File: src/rtl/clock_ctrl.sv
// Board clock timekeeper: hh:mm:ss in packed BCD with a RUN / SET_HOURS / SET_MINS
// set-mode FSM, debounced MODE/INC buttons and a blink mask for the field being set.
//
// state      | meaning
// -----------+---------------------------------------------------------------
// RUN        | time advances on each 1 Hz strobe, INC ignored
// SET_HOURS  | seconds frozen, INC advances hours (23 -> 00), hours blink
// SET_MINS   | seconds frozen, INC advances minutes (59 -> 00), minutes blink
module clock_ctrl #(
    parameter int          DEBOUNCE_N  = 3,
    parameter int          BLINK_DIV   = 60,
    parameter logic [7:0]  RESET_HOURS = 8'h12
) (
    input  logic       i_clk,
    input  logic       i_reset,
    input  logic       i_pulse_f,
    input  logic       i_pulse_n,
    input  logic       i_btn_mode,
    input  logic       i_btn_inc,
    output logic [7:0] o_hours,
    output logic [7:0] o_mins,
    output logic [7:0] o_secs,
    output logic [1:0] o_mode,
    output logic       o_blank_h,
    output logic       o_blank_m
);

    localparam logic [1:0] MODE_RUN    = 2'b00;
    localparam logic [1:0] MODE_SET_H  = 2'b01;
    localparam logic [1:0] MODE_SET_M  = 2'b10;
    localparam int         BW          = (BLINK_DIV > 1) ? $clog2(BLINK_DIV) : 1;

    logic [1:0]    mode_sync, inc_sync;
    logic          mode_db, inc_db;
    logic [3:0]    mode_cnt, inc_cnt;
    logic          mode_press, inc_press;
    logic [BW-1:0] blink_cnt;
    logic          blink_phase;

    logic          mode_db_n, inc_db_n;
    logic [3:0]    mode_cnt_n, inc_cnt_n;
    logic [7:0]    hours_n, mins_n, secs_n;
    logic [1:0]    mode_n;
    logic [BW-1:0] blink_cnt_n;
    logic          blink_phase_n;
    logic          tick;

    // Counter holds N-1 at most: the Nth differing sample flips the level instead.
    function automatic logic [4:0] db_step(input logic strobe, input logic sample,
                                           input logic level, input logic [3:0] cnt);
        logic       level_n;
        logic [3:0] cnt_n;
        level_n = level;
        cnt_n   = cnt;
        if (strobe) begin
            if (sample == level) begin
                cnt_n = 4'd0;
            end else if (cnt == 4'(DEBOUNCE_N - 1)) begin
                level_n = ~level;
                cnt_n   = 4'd0;
            end else begin
                cnt_n = cnt + 4'd1;
            end
        end
        return {level_n, cnt_n};
    endfunction

    function automatic logic [7:0] bcd_inc(input logic [7:0] v, input logic [7:0] max_v);
        logic [7:0] r;
        if (v == max_v) begin
            r = 8'h00;
        end else if (v[3:0] == 4'd9) begin
            r = {v[7:4] + 4'd1, 4'd0};
        end else begin
            r = {v[7:4], v[3:0] + 4'd1};
        end
        return r;
    endfunction

    always_comb begin
        {mode_db_n, mode_cnt_n} = db_step(i_pulse_f, mode_sync[1], mode_db, mode_cnt);
        {inc_db_n, inc_cnt_n}   = db_step(i_pulse_f, inc_sync[1], inc_db, inc_cnt);
    end

    always_comb begin
        hours_n       = o_hours;
        mins_n        = o_mins;
        secs_n        = o_secs;
        mode_n        = o_mode;
        blink_cnt_n   = blink_cnt;
        blink_phase_n = blink_phase;
        tick          = i_pulse_n && (o_mode == MODE_RUN);

        if (tick) begin
            secs_n = bcd_inc(o_secs, 8'h59);
            if (o_secs == 8'h59) begin
                mins_n = bcd_inc(o_mins, 8'h59);
                if (o_mins == 8'h59) begin
                    hours_n = bcd_inc(o_hours, 8'h23);
                end
            end
        end

        // MODE has priority over INC when both press events land together.
        case (o_mode)
            MODE_RUN: begin
                if (mode_press) begin
                    mode_n = MODE_SET_H;
                end
            end
            MODE_SET_H: begin
                if (mode_press) begin
                    mode_n = MODE_SET_M;
                end else if (inc_press) begin
                    hours_n = bcd_inc(o_hours, 8'h23);
                end
            end
            MODE_SET_M: begin
                if (mode_press) begin
                    mode_n = MODE_RUN;
                    secs_n = 8'h00;
                end else if (inc_press) begin
                    mins_n = bcd_inc(o_mins, 8'h59);
                end
            end
            default: begin
                mode_n = MODE_RUN;
            end
        endcase

        if ((o_mode != MODE_RUN) && i_pulse_f) begin
            if (blink_cnt == BW'(BLINK_DIV - 1)) begin
                blink_cnt_n   = '0;
                blink_phase_n = ~blink_phase;
            end else begin
                blink_cnt_n = blink_cnt + BW'(1);
            end
        end

        // Entering a set field restarts the blink so the field starts visible.
        if ((mode_n != o_mode) && (mode_n != MODE_RUN)) begin
            blink_cnt_n   = '0;
            blink_phase_n = 1'b0;
        end
    end

    always_ff @(posedge i_clk) begin
        if (i_reset) begin
            mode_sync   <= 2'b00;
            inc_sync    <= 2'b00;
            mode_db     <= 1'b0;
            inc_db      <= 1'b0;
            mode_cnt    <= 4'd0;
            inc_cnt     <= 4'd0;
            mode_press  <= 1'b0;
            inc_press   <= 1'b0;
            blink_cnt   <= '0;
            blink_phase <= 1'b0;
            o_hours     <= RESET_HOURS;
            o_mins      <= 8'h00;
            o_secs      <= 8'h00;
            o_mode      <= MODE_RUN;
            o_blank_h   <= 1'b0;
            o_blank_m   <= 1'b0;
        end else begin
            mode_sync   <= {mode_sync[0], i_btn_mode};
            inc_sync    <= {inc_sync[0], i_btn_inc};
            mode_db     <= mode_db_n;
            inc_db      <= inc_db_n;
            mode_cnt    <= mode_cnt_n;
            inc_cnt     <= inc_cnt_n;
            mode_press  <= mode_db_n & ~mode_db;
            inc_press   <= inc_db_n & ~inc_db;
            blink_cnt   <= blink_cnt_n;
            blink_phase <= blink_phase_n;
            o_hours     <= hours_n;
            o_mins      <= mins_n;
            o_secs      <= secs_n;
            o_mode      <= mode_n;
            o_blank_h   <= (mode_n == MODE_SET_H) & blink_phase_n;
            o_blank_m   <= (mode_n == MODE_SET_M) & blink_phase_n;
        end
    end

endmodule

File: config.mk
export PLATFORM = sky130hd
export DESIGN_NAME = clock_ctrl
export DESIGN_NICKNAME = d
export VERILOG_FILES = /design/src/rtl/clock_ctrl.sv
export SDC_FILE = /design/constraint.sdc
export NUM_CORES = 1
export LEC_CHECK = 0
export CORE_ASPECT_RATIO = 1.2
export CORE_MARGIN = 1
export CORE_UTILIZATION = 55
export CTS_BUF_LIST = sky130_fd_sc_hd__clkbuf_4 sky130_fd_sc_hd__clkbuf_8 sky130_fd_sc_hd__clkbuf_16
export CTS_CLUSTER_DIAMETER = 150
export DETAILED_ROUTE_END_ITERATION = 8
export DONT_BUFFER_PORTS = 1
export PLACE_DENSITY = 0.7
export SYNTH_ARGS = -nofsm -noshare
export SYNTH_HDL_FRONTEND = slang
export SYNTH_SLANG_ARGS = --single-unit
File: constraint.sdc
create_clock -name i_clk -period 3.39 [get_ports i_clk]
set_input_delay 0.678 -clock i_clk [delete_from_list [all_inputs] [get_ports i_clk]]
set_output_delay 0.678 -clock i_clk [all_outputs]
set_load 0.02 [all_outputs]
======== Word-level counts from Yosys, hierarchy flattened ========
Cells that the tools add are included.
storage, ports and cells
  latch bits .............................. 0
  memories kept ........................... 0
  word-level logic and storage cells ...... 93
  bits in writable memories ............... 0
  bits in read-only memories .............. 0
  output and inout port bits .............. 28
  flip-flop bits (word level) ............. 51
cells by class
  muxes and demuxes ....................... 38
  add/sub/neg operators ................... 9
  div/mod/pow operators ................... 0
  reduce and logical (&&, ||, !) cells .... 7
  bitwise logic cells ..................... 7
  eq/ne operators ......................... 16
  shift-type cells ........................ 0
  $mul .................................... 0
  order comparisons ....................... 0
operators by type and width
  operator                                              number
  two-way mux 8 bit                                     20
  adder 4 x 1 -> 4 bit (second input constant)          8
  equality test 8 x 7 -> 1 bit (second input constant)  2
  two-way mux 4 bit                                     4
  equality test 4 bit (second input constant)           3
  two-way mux 1 bit                                     9
  equality test 4 x 2 -> 1 bit (second input constant)  2
  equality test 8 x 6 -> 1 bit (second input constant)  1
  adder 6 x 1 -> 6 bit (second input constant)          1
  equality test 6 bit (second input constant)           1
  two-way mux 2 bit                                     3
  two-way mux 6 bit                                     1
  one-hot mux 2 bit (3 select lines)                    1
  AND 1 bit                                             4
  equality test 2 x 1 -> 1 bit (second input constant)  2
  equality test 2 bit (second input constant)           2
  nonzero test 2 bit                                    2
  logical AND 1 bit                                     3
  NOT 1 bit                                             3
  equality test 1 bit                                   2
  zero test 2 bit                                       1
  inequality test 2 bit                                 1
  OR reduction 2 bit                                    1

======== Depth between registers and ports, before layout ========
Gate-level depths: netlist (run 1).
  depth in word-level cells ............... 9
  mapped depth ............................ 7
  mapped depth without buffers ............ 6

======== Worst setup path before layout (run 1) ========
Ideal clock, no wire load.
  kind .................................... flip-flop to flip-flop
  start point ............................. register o_secs[1]
  end point ............................... register o_hours[7]
  library setup time ...................... 0.121 ns
  buffers on the path ..................... 1
  setup slack ............................. 1.476 ns
  required time ........................... 3.269 ns
  data arrival time ....................... 1.793 ns
  stages on the path, launching flop included .. 8
  cell sequence ........................... dfxtp_1 > inv_1 > ha_1 > and4b_1 > and4_1 > buf_2 > o21ai_0 > mux2_2
between the ends
  longest elaborated chain between the ends .. 6
RTL lines
  item                              line  source
  from (decl)                       22    output logic [7:0] o_secs,
  from (signal assigned)            178   o_secs <= secs_n;
  equality test 8 x 7 -> 1 bit (*)  96    if (o_secs == 8'h59) begin
  two-way mux 8 bit (*)             96
  two-way mux 8 bit (*)             94    if (tick) begin
  two-way mux 8 bit                 114   end else if (inc_press) begin
  two-way mux 8 bit                 112   if (mode_press) begin
  two-way mux 8 bit (*)             105   case (o_mode)
  to (signal assigned)              176   o_hours <= hours_n;
  to (decl)                         20    output logic [7:0] o_hours,
Every way passes the cells marked *; elsewhere a longest branch is shown, timed or not.
A chain may end at the register's enable or synchronous reset.

======== Worst setup path in the final report (run 1) ========
  start point ............................. register o_secs[0]
  end point ............................... register o_hours[6]
The elaborated chain is that of the path after synthesis.

==> key figures, run 1 <==
Global route
  – Gr usage total: between 15 and 20%
  – Met2 usage: between 30% and 40%
  – Global-route wire length before repair: between 7000 and 8000 um
  – Initial antenna violation count: 0
  – Global routing usage on met3: around 6.3%
  – Busiest grt layer: met2
  – Met1 Use GR: 21.2%
  – Largest net degree at the start of global routing: 34
  – Via count of the first global-routing pass: 1692
  – Total grt overflow: 0

Placed design
  – DP HPWL: 3010 um
  – Final RePlAce weighted congestion: between 0.7 and 0.8
  – Placed cell areas: around 2500 um^2
  – Post-Place Cells: about 310
  – Port bufs: 0

Finish
  – Synthesis-to-layout area growth: 3.55%
  – Multi-input logic area: 1350 um^2
  – Sequential Area: 1020 um^2
  – Fill cell count: ~390
  – Number of diodes: 0
  – Layout cells sized above 1: just over 6%
  – Cell Count, Final, Fillers Out: approximately 320
  – Fin area: approximately 2600 um^2
  – Nets: approximately 290

Flow run
  – Max Cap Violations: 0

Timing
  – Total negative slack: 0 ns
  – Min Tclk post-route: about 2.2 ns
  – RSZ-0062 raised after global routing: false
  – Skew final: just over 0.007 ns
  – Slew @ Worst Pin: between 0.5 and 0.6 ns
  – Fin crit share: a little under two thirds
  – Final-report max-slew violation count: 0
  – Normalized max-slew margin: about three fifths
  – Fmax: approximately 0.46 GHz
  – Final setup viols: 0
  – Hold Vio Cnt, Final: 0

Clocking
  – Setup Buffers After CTS: 0
  – Number of clock sinks: roughly 50
  – CTS tree: yes
  – Max Buffers Root-to-Sink: 2
  – Worst-skew pair later-pin latency: 0.30 ns
  – Post-CTS resize count: 0
  – CTS Buf Count: 5
  – H-tree Lvls: 2
  – CTS Hold Bufs: 0
  – Clock-pin slew on the worst setup and hold paths: roughly 0.090 ns
  – Clock Tree Root: clkbuf_8

Detailed routing
  – First-iteration detailed-routing DRC count: 64
  – Vias per inst: between 5 and 6
  – Routed WL: roughly 4200 um
  – Drt pass-1 iters: 4
  – Residual DRC count: 0
  – Antenna Nets Post-Route: 0
  – DR vias: approximately 1800
  – Routed len/inst: around 13 um

Logic synthesis
  – Cell variety after synth: between 40 and 50
  – Syn_area_per_cell: ~9.3 um^2
  – Ys Warns: 0
  – Main combinational cell family by area after synthesis: simple AND/OR/NAND/NOR gates
  – Syn Inst Count: 269
  – Synth Cell Area: about 2500 um^2
  – Synth Net Count: between 200 and 300
  – Post-Synth XOR/XNOR Area: about 7.4%
  – Primary FF master, synth: dfxtp_1
  – EDFF count, synth: 0
  – Seq/Total Area, Yosys: about 41%
  – Synth Register Bits: 51
  – Post-Synth Adder-Cell Area: 8.50%
  – Post-synthesis mux area share: 2.10%
  – Ys async rst share: 0%
  – Post-synthesis compound-gate area fraction: 11.9%
  – Post-Synth Simple-Gate Area: between 20% and 30%

Floorplanning
  – Initial Utilization: between 50% and 60%
  – Number of I/O pins: 34
  – Die ar.: slightly below 5000 um^2
  – DIE WIDTH: 63.6 um
  – Die height: around 76 um
  – Core footprint: 4330 um^2
  – Row count: 26

Worst setup path
  – CP startpoint kind: register
  – Critical path's slowest cell: dfxtp_1
  – Delay-heaviest family, CP: simple AND/OR/NAND/NOR gates
  – Critical Path AT: 2.36 ns
  – Worst setup path class: register to register
  – CP max stage delay: about 0.55 ns
  – WP data required: between 3 and 4 ns
  – Buf/Inv on CP: 0
  – Critical-path maximum fanout: 11
  – Crit-path cells: ha_1, and4b_1, and4_1, a2bb2o_1, a32o_1
  – Worst Setup End Kind: register

Power and ir drop
  – Psw: approximately 220 uW
  – Peak VDD IR: 191 uV
  – Clock power frac: around a third
  – Power per cell area: roughly 390 nW/um^2
  – Switching Fraction: roughly 22%
  – Combinational power share: under 10%
  – Internal power: about 780 uW
  – Sequential share of power: just over 60%
  – P_leak: around 0.00095 uW

Worst hold path
  – Worst min-delay path class: input pin to register

Run status
  – Outcome: complete, no violations
-- power by group through the flow --
stage          combinational, uW  clock, uW  sequential, uW
3_5_place_dp                33.2          0             634
3_3_place_gp                32.0          0             633
5_1_grt                     38.1        387             622
2_1_floorplan               35.4          0             631
6_report                    32.7        348             620
4_1_cts                     33.4        359             620
-- cells in the mapped netlist, drive strengths merged (3+ instances only) --
library cell	count	area, um^2
a211oi	3	22.5
a21oi	12	60.1
and3b	3	26.3
buf	6	51.3
clkbuf	7	26.3
dfxtp	51	1020
ha	17	213
inv	14	52.6
mux2i	3	30.0
nand2	15	56.3
nand3	4	20.0
nand4	5	31.3
nor2	30	113
nor2b	9	56.3
nor3	6	30.0
nor4bb	4	40.0
o211ai	5	37.5
o21ai	13	65.1
or3	5	31.3
or4	3	22.5
xnor2	11	96.3
xor2	10	87.6
-- worst paths after layout --
kind	start	endpoint	slack, ns	cells after the start
worst min-delay path	i_reset	o_mins[1]$_SDFF_PP0_	0.43	1
worst max-delay path	o_secs[0]$_SDFF_PP0_	o_hours[6]$_SDFF_PP0_	1.23	5
worst max register to register	o_secs[0]$_SDFF_PP0_	o_hours[6]$_SDFF_PP0_	1.23	5
worst min register to register	mode_sync[0]$_SDFF_PP0_	mode_sync[1]$_SDFF_PP0_	0.44	1
-- registers in the layout (all words and copies together) (netlist names), 4 cells and up --
signal,count
inc_cnt,4
mode_cnt,4
o_hours,8
o_mins,8
o_secs,8
blink_cnt,6
-- per-layer routing --
metal / wire length (um) / vias to the layer above / share of wire, %
met4: 75 / 0 / 1.8
met3: 190 / 8 / 4.5
met2: 1970 / 26 / 47
li1: - / 934 / -
met1: 2000 / 826 / 47
met5: 0 / - / 0
-- worst reg2reg max path: cells and delay by family, from the launching register on --
kind | cells | cell delay, ns
flip-flops | 1 | 0.55
adder cells (fa/ha/maj) | 1 | 0.25
AND/OR/NAND/NOR | 2 | 0.72
AO/OA/AOI/OAI | 2 | 0.55
-- cell type report --
class	count	share of cell area (%)
sequential	51	39.4
inverter	14	2.03
clock buffer	6	2.95
clock inverter	2	0.483
timing repair buffer	1	0.290
tap	56	2.70
multi-input combinational	191	52.1
-- logic make-up after synthesis --
| family | count (synthesis) |
|---|---|
| compound gates | 44 |
| flops | 51 |
| xor+xnor | 21 |
| simple gates | 104 |
| buf+inv | 27 |
| fa+ha+maj | 17 |
| mux | 5 |
-- stage by stage --
stage	hold slack (ns)	utilization, %	total power [uW]	worst slack (ns)
after floorplan	0.414	-	667	1.48
after global placement	0.418	57.8	665	1.16
after detailed placement	0.423	57.8	667	1.14
after CTS	0.423	59.9	1010	1.23
after global routing	0.412	59.9	1050	1.08
final	0.433	59.9	1000	1.23
-- cells in the final DEF, fill, tap and decap left out, types with 4 or more instances in the layout --
| master | n |
|---|---|
| nor3_1 | 6 |
| inv_1 | 14 |
| o211ai_1 | 5 |
| or3_1 | 5 |
| nand3_1 | 4 |
| dfxtp_1 | 51 |
| nor2_1 | 30 |
| nand2_1 | 15 |
| nor2b_1 | 9 |
| clkbuf_8 | 5 |
| nor4bb_1 | 4 |
| xnor2_1 | 11 |
| a21oi_1 | 12 |
| xor2_1 | 10 |
| o21ai_0 | 13 |
| nand4_1 | 5 |
| ha_1 | 17 |
(Power assumes the default switching activity.)
==> run 2: changes to the inputs <==
==> constraint.sdc (replaced) <==
create_clock -name i_clk -period 2.1 [get_ports i_clk]
set_input_delay 0.42 -clock i_clk [delete_from_list [all_inputs] [get_ports i_clk]]
set_output_delay 0.42 -clock i_clk [all_outputs]
set_load 0.02 [all_outputs]
==> key figures, run 2 (synthesis gave the netlist of run 1 again) <==
Detailed routing
  – Residual DRC count: 0 (unchanged)
  – DR vias: 1862 (+3.8%)
  – Drt pass-1 iters: 4 (unchanged)
  – Vias per inst: 5.44 (-2.6%)
  – Antenna Nets Post-Route: 0 (unchanged)
  – Routed len/inst: 13.0 um (-1.8%)
  – Routed WL: 4440 um (+4.6%)
  – First-iteration detailed-routing DRC count: 84 (+31%)

Clocking
  – Setup Buffers After CTS: 0 (unchanged)
  – H-tree Lvls: 2 (unchanged)
  – CTS tree: yes
  – CTS Hold Bufs: 0 (unchanged)
  – Clock Tree Root: clkbuf_8
  – CTS Buf Count: 5 (unchanged)
  – Clock-pin slew on the worst setup and hold paths: 0.09 ns (about the same)
  – Max Buffers Root-to-Sink: 2 (unchanged)
  – Post-CTS resize count: 0 (unchanged)
  – Number of clock sinks: 51 (unchanged)
  – Worst-skew pair later-pin latency: 0.30 ns (about the same)

Worst hold path
  – Hold Path End: mode_sync[0]$_SDFF_PP0_
  – Worst hold stages: 1 (unchanged)
  – Worst min-delay path class: input pin to register
  – Hold Crit Start: i_reset

Worst setup path
  – Crit-path cells: inv_1, ha_1, and4b_1, and4_1, buf_4, o21ai_0, o32ai_1
  – Critical path's slowest cell: dfxtp_1
  – Setup crit start: o_secs[1]$_SDFF_PP0_
  – Worst setup path class: register to register
  – R2R Setup Slk: 0.32 ns (-0.91 ns)
  – Critical-path maximum fanout: 6 (-5)
  – Critical Path AT: 1.96 ns (-0.40 ns)
  – WP data required: 2.28 ns (-1.31 ns)
  – CP max stage delay: 0.34 ns (-0.21 ns)
  – R2r startpoint: o_secs[1]$_SDFF_PP0_
  – Buf/Inv on CP: 2 (+2)
  – Worst Setup End Kind: register
  – R2R depth: 7 (+2)
  – CP startpoint kind: register
  – Delay-heaviest family, CP: simple AND/OR/NAND/NOR gates
  – RR Endpoint: o_hours[3]$_SDFF_PP0_

Global route
  – Gr usage total: 19.9% (+0.57 points)
  – Global-route wire length before repair: 7460 um (+2.3%)
  – Initial antenna violation count: 0 (unchanged)
  – Largest net degree at the start of global routing: 34 (unchanged)
  – Total grt overflow: 0 (unchanged)
  – Via count of the first global-routing pass: 1722 (+1.8%)

Power and ir drop
  – Peak VDD IR: 388 uV (+100%)
  – Power per cell area: 589 nW/um^2 (+53%)
  – P_leak: 0.00105 uW (+11%)

Floorplanning
  – Number of I/O pins: 34 (unchanged)
  – Die ar.: 4820 um^2 (unchanged)
  – Initial Utilization: 57.8% (unchanged)
  – Core footprint: 4330 um^2 (unchanged)
  – Row count: 26 (unchanged)
  – DIE WIDTH: 63.6 um (unchanged)
  – Die height: 75.9 um (unchanged)

Placed design
  – Final RePlAce weighted congestion: 0.755 (-4.3%)
  – Placed cell areas: 2660 um^2 (+6.3%)
  – DP HPWL: 3230 um (+7.2%)
  – Port bufs: 0 (unchanged)

Timing
  – RSZ-0062 raised after global routing: false
  – Skew final: 0.00856 ns (+0.00133 ns)
  – Fmax: 0.563 GHz (+22%)
  – Final-report max-slew violation count: 0 (unchanged)
  – Total negative slack: 0 ns (unchanged)
  – Final setup viols: 0 (unchanged)
  – Slew @ Worst Pin: 0.532 ns (-0.0598 ns)
  – Normalized max-slew margin: 64.1% (+4.0 points)
  – Fin crit share: 84.6% (+21 points)
  – Hold Vio Cnt, Final: 0 (unchanged)
  – Min Tclk post-route: 1.78 ns (-0.385 ns)

Finish
  – Fill cell count: 373 (-4.6%)
  – Number of diodes: 0 (unchanged)
  – Nets: 308 (+7.3%)
  – Fin area: 2750 um^2 (+6.1%)
  – Final Util: 63.5% (+3.6 points)
  – Layout cells sized above 1: 12.9% (+6.9 points)
  – Most frequent cells in the layout: dfxtp_1, nor2_1, buf_4, ha_1, nand2_1
  – Commonest non-fill, non-tap cell in the layout: dfxtp_1
  – Synthesis-to-layout area growth: 9.85%
  – Top flop regs: o_hours: 8 flops, o_mins: 8 flops, o_secs: 8 flops

Flow run
  – Max Cap Violations: 0 (unchanged)

Run status
  – Outcome: complete, no violations
## run 2: cell count changes in the layout (fill, tap and decap cells not counted), sizes merged
cell	delta
buf	+21
clkbuf	-1
clkinvlp	+1
## run 2: how the worst max path moves through the flow
stage                                  endpoint  slack (ns)  cells after the start
after floorplan           o_hours[7]$_SDFF_PP0_        0.19                      7
after global placement    o_hours[6]$_SDFF_PP0_        0.33                      6
after detailed placement  o_hours[3]$_SDFF_PP0_        0.29                      7
after CTS                 o_hours[3]$_SDFF_PP0_        0.30                      7
after global routing       o_mins[6]$_SDFF_PP0_        0.18                      6
final                     o_hours[3]$_SDFF_PP0_        0.32                      7
## run 2: per-layer routing
layer  track usage, %  vias up  share of wire (%)
li1                 -      968                  -
met1             23.8      857                 46
met2             35.0       32                 48
met3             5.54        5                4.6
met4             6.06        0                1.1
met5                0        -                  0
## run 2: stage by stage
stage          std cells  worst slack (ns)  total power (uW)  hold WS [ns]
6_report             342             0.323              1620         0.173
5_1_grt              342             0.182              1700         0.154
4_1_cts              342             0.296              1640         0.163
3_5_place_dp         334             0.293              1090         0.426
3_3_place_gp         334             0.334              1080         0.423
2_1_floorplan        269             0.186              1080         0.414
## run 2: cell type report
type,count,area [um^2],share of cell area [%]
multi-input cells,191,1350,49.2
flip-flops and latches,51,1020,37.1
repair buffers,22,165,6.01
well taps,56,70.1,2.55
clock buffers,5,68.8,2.50
inverters,14,52.6,1.91
clock inverters,3,20.0,0.728
## run 2: power by group
| group | internal (uW) | switching, uW |
|---|---|---|
| logic | 32.3 | 39.9 |
| clock network | 232 | 325 |
| registers | 980 | 9.66 |
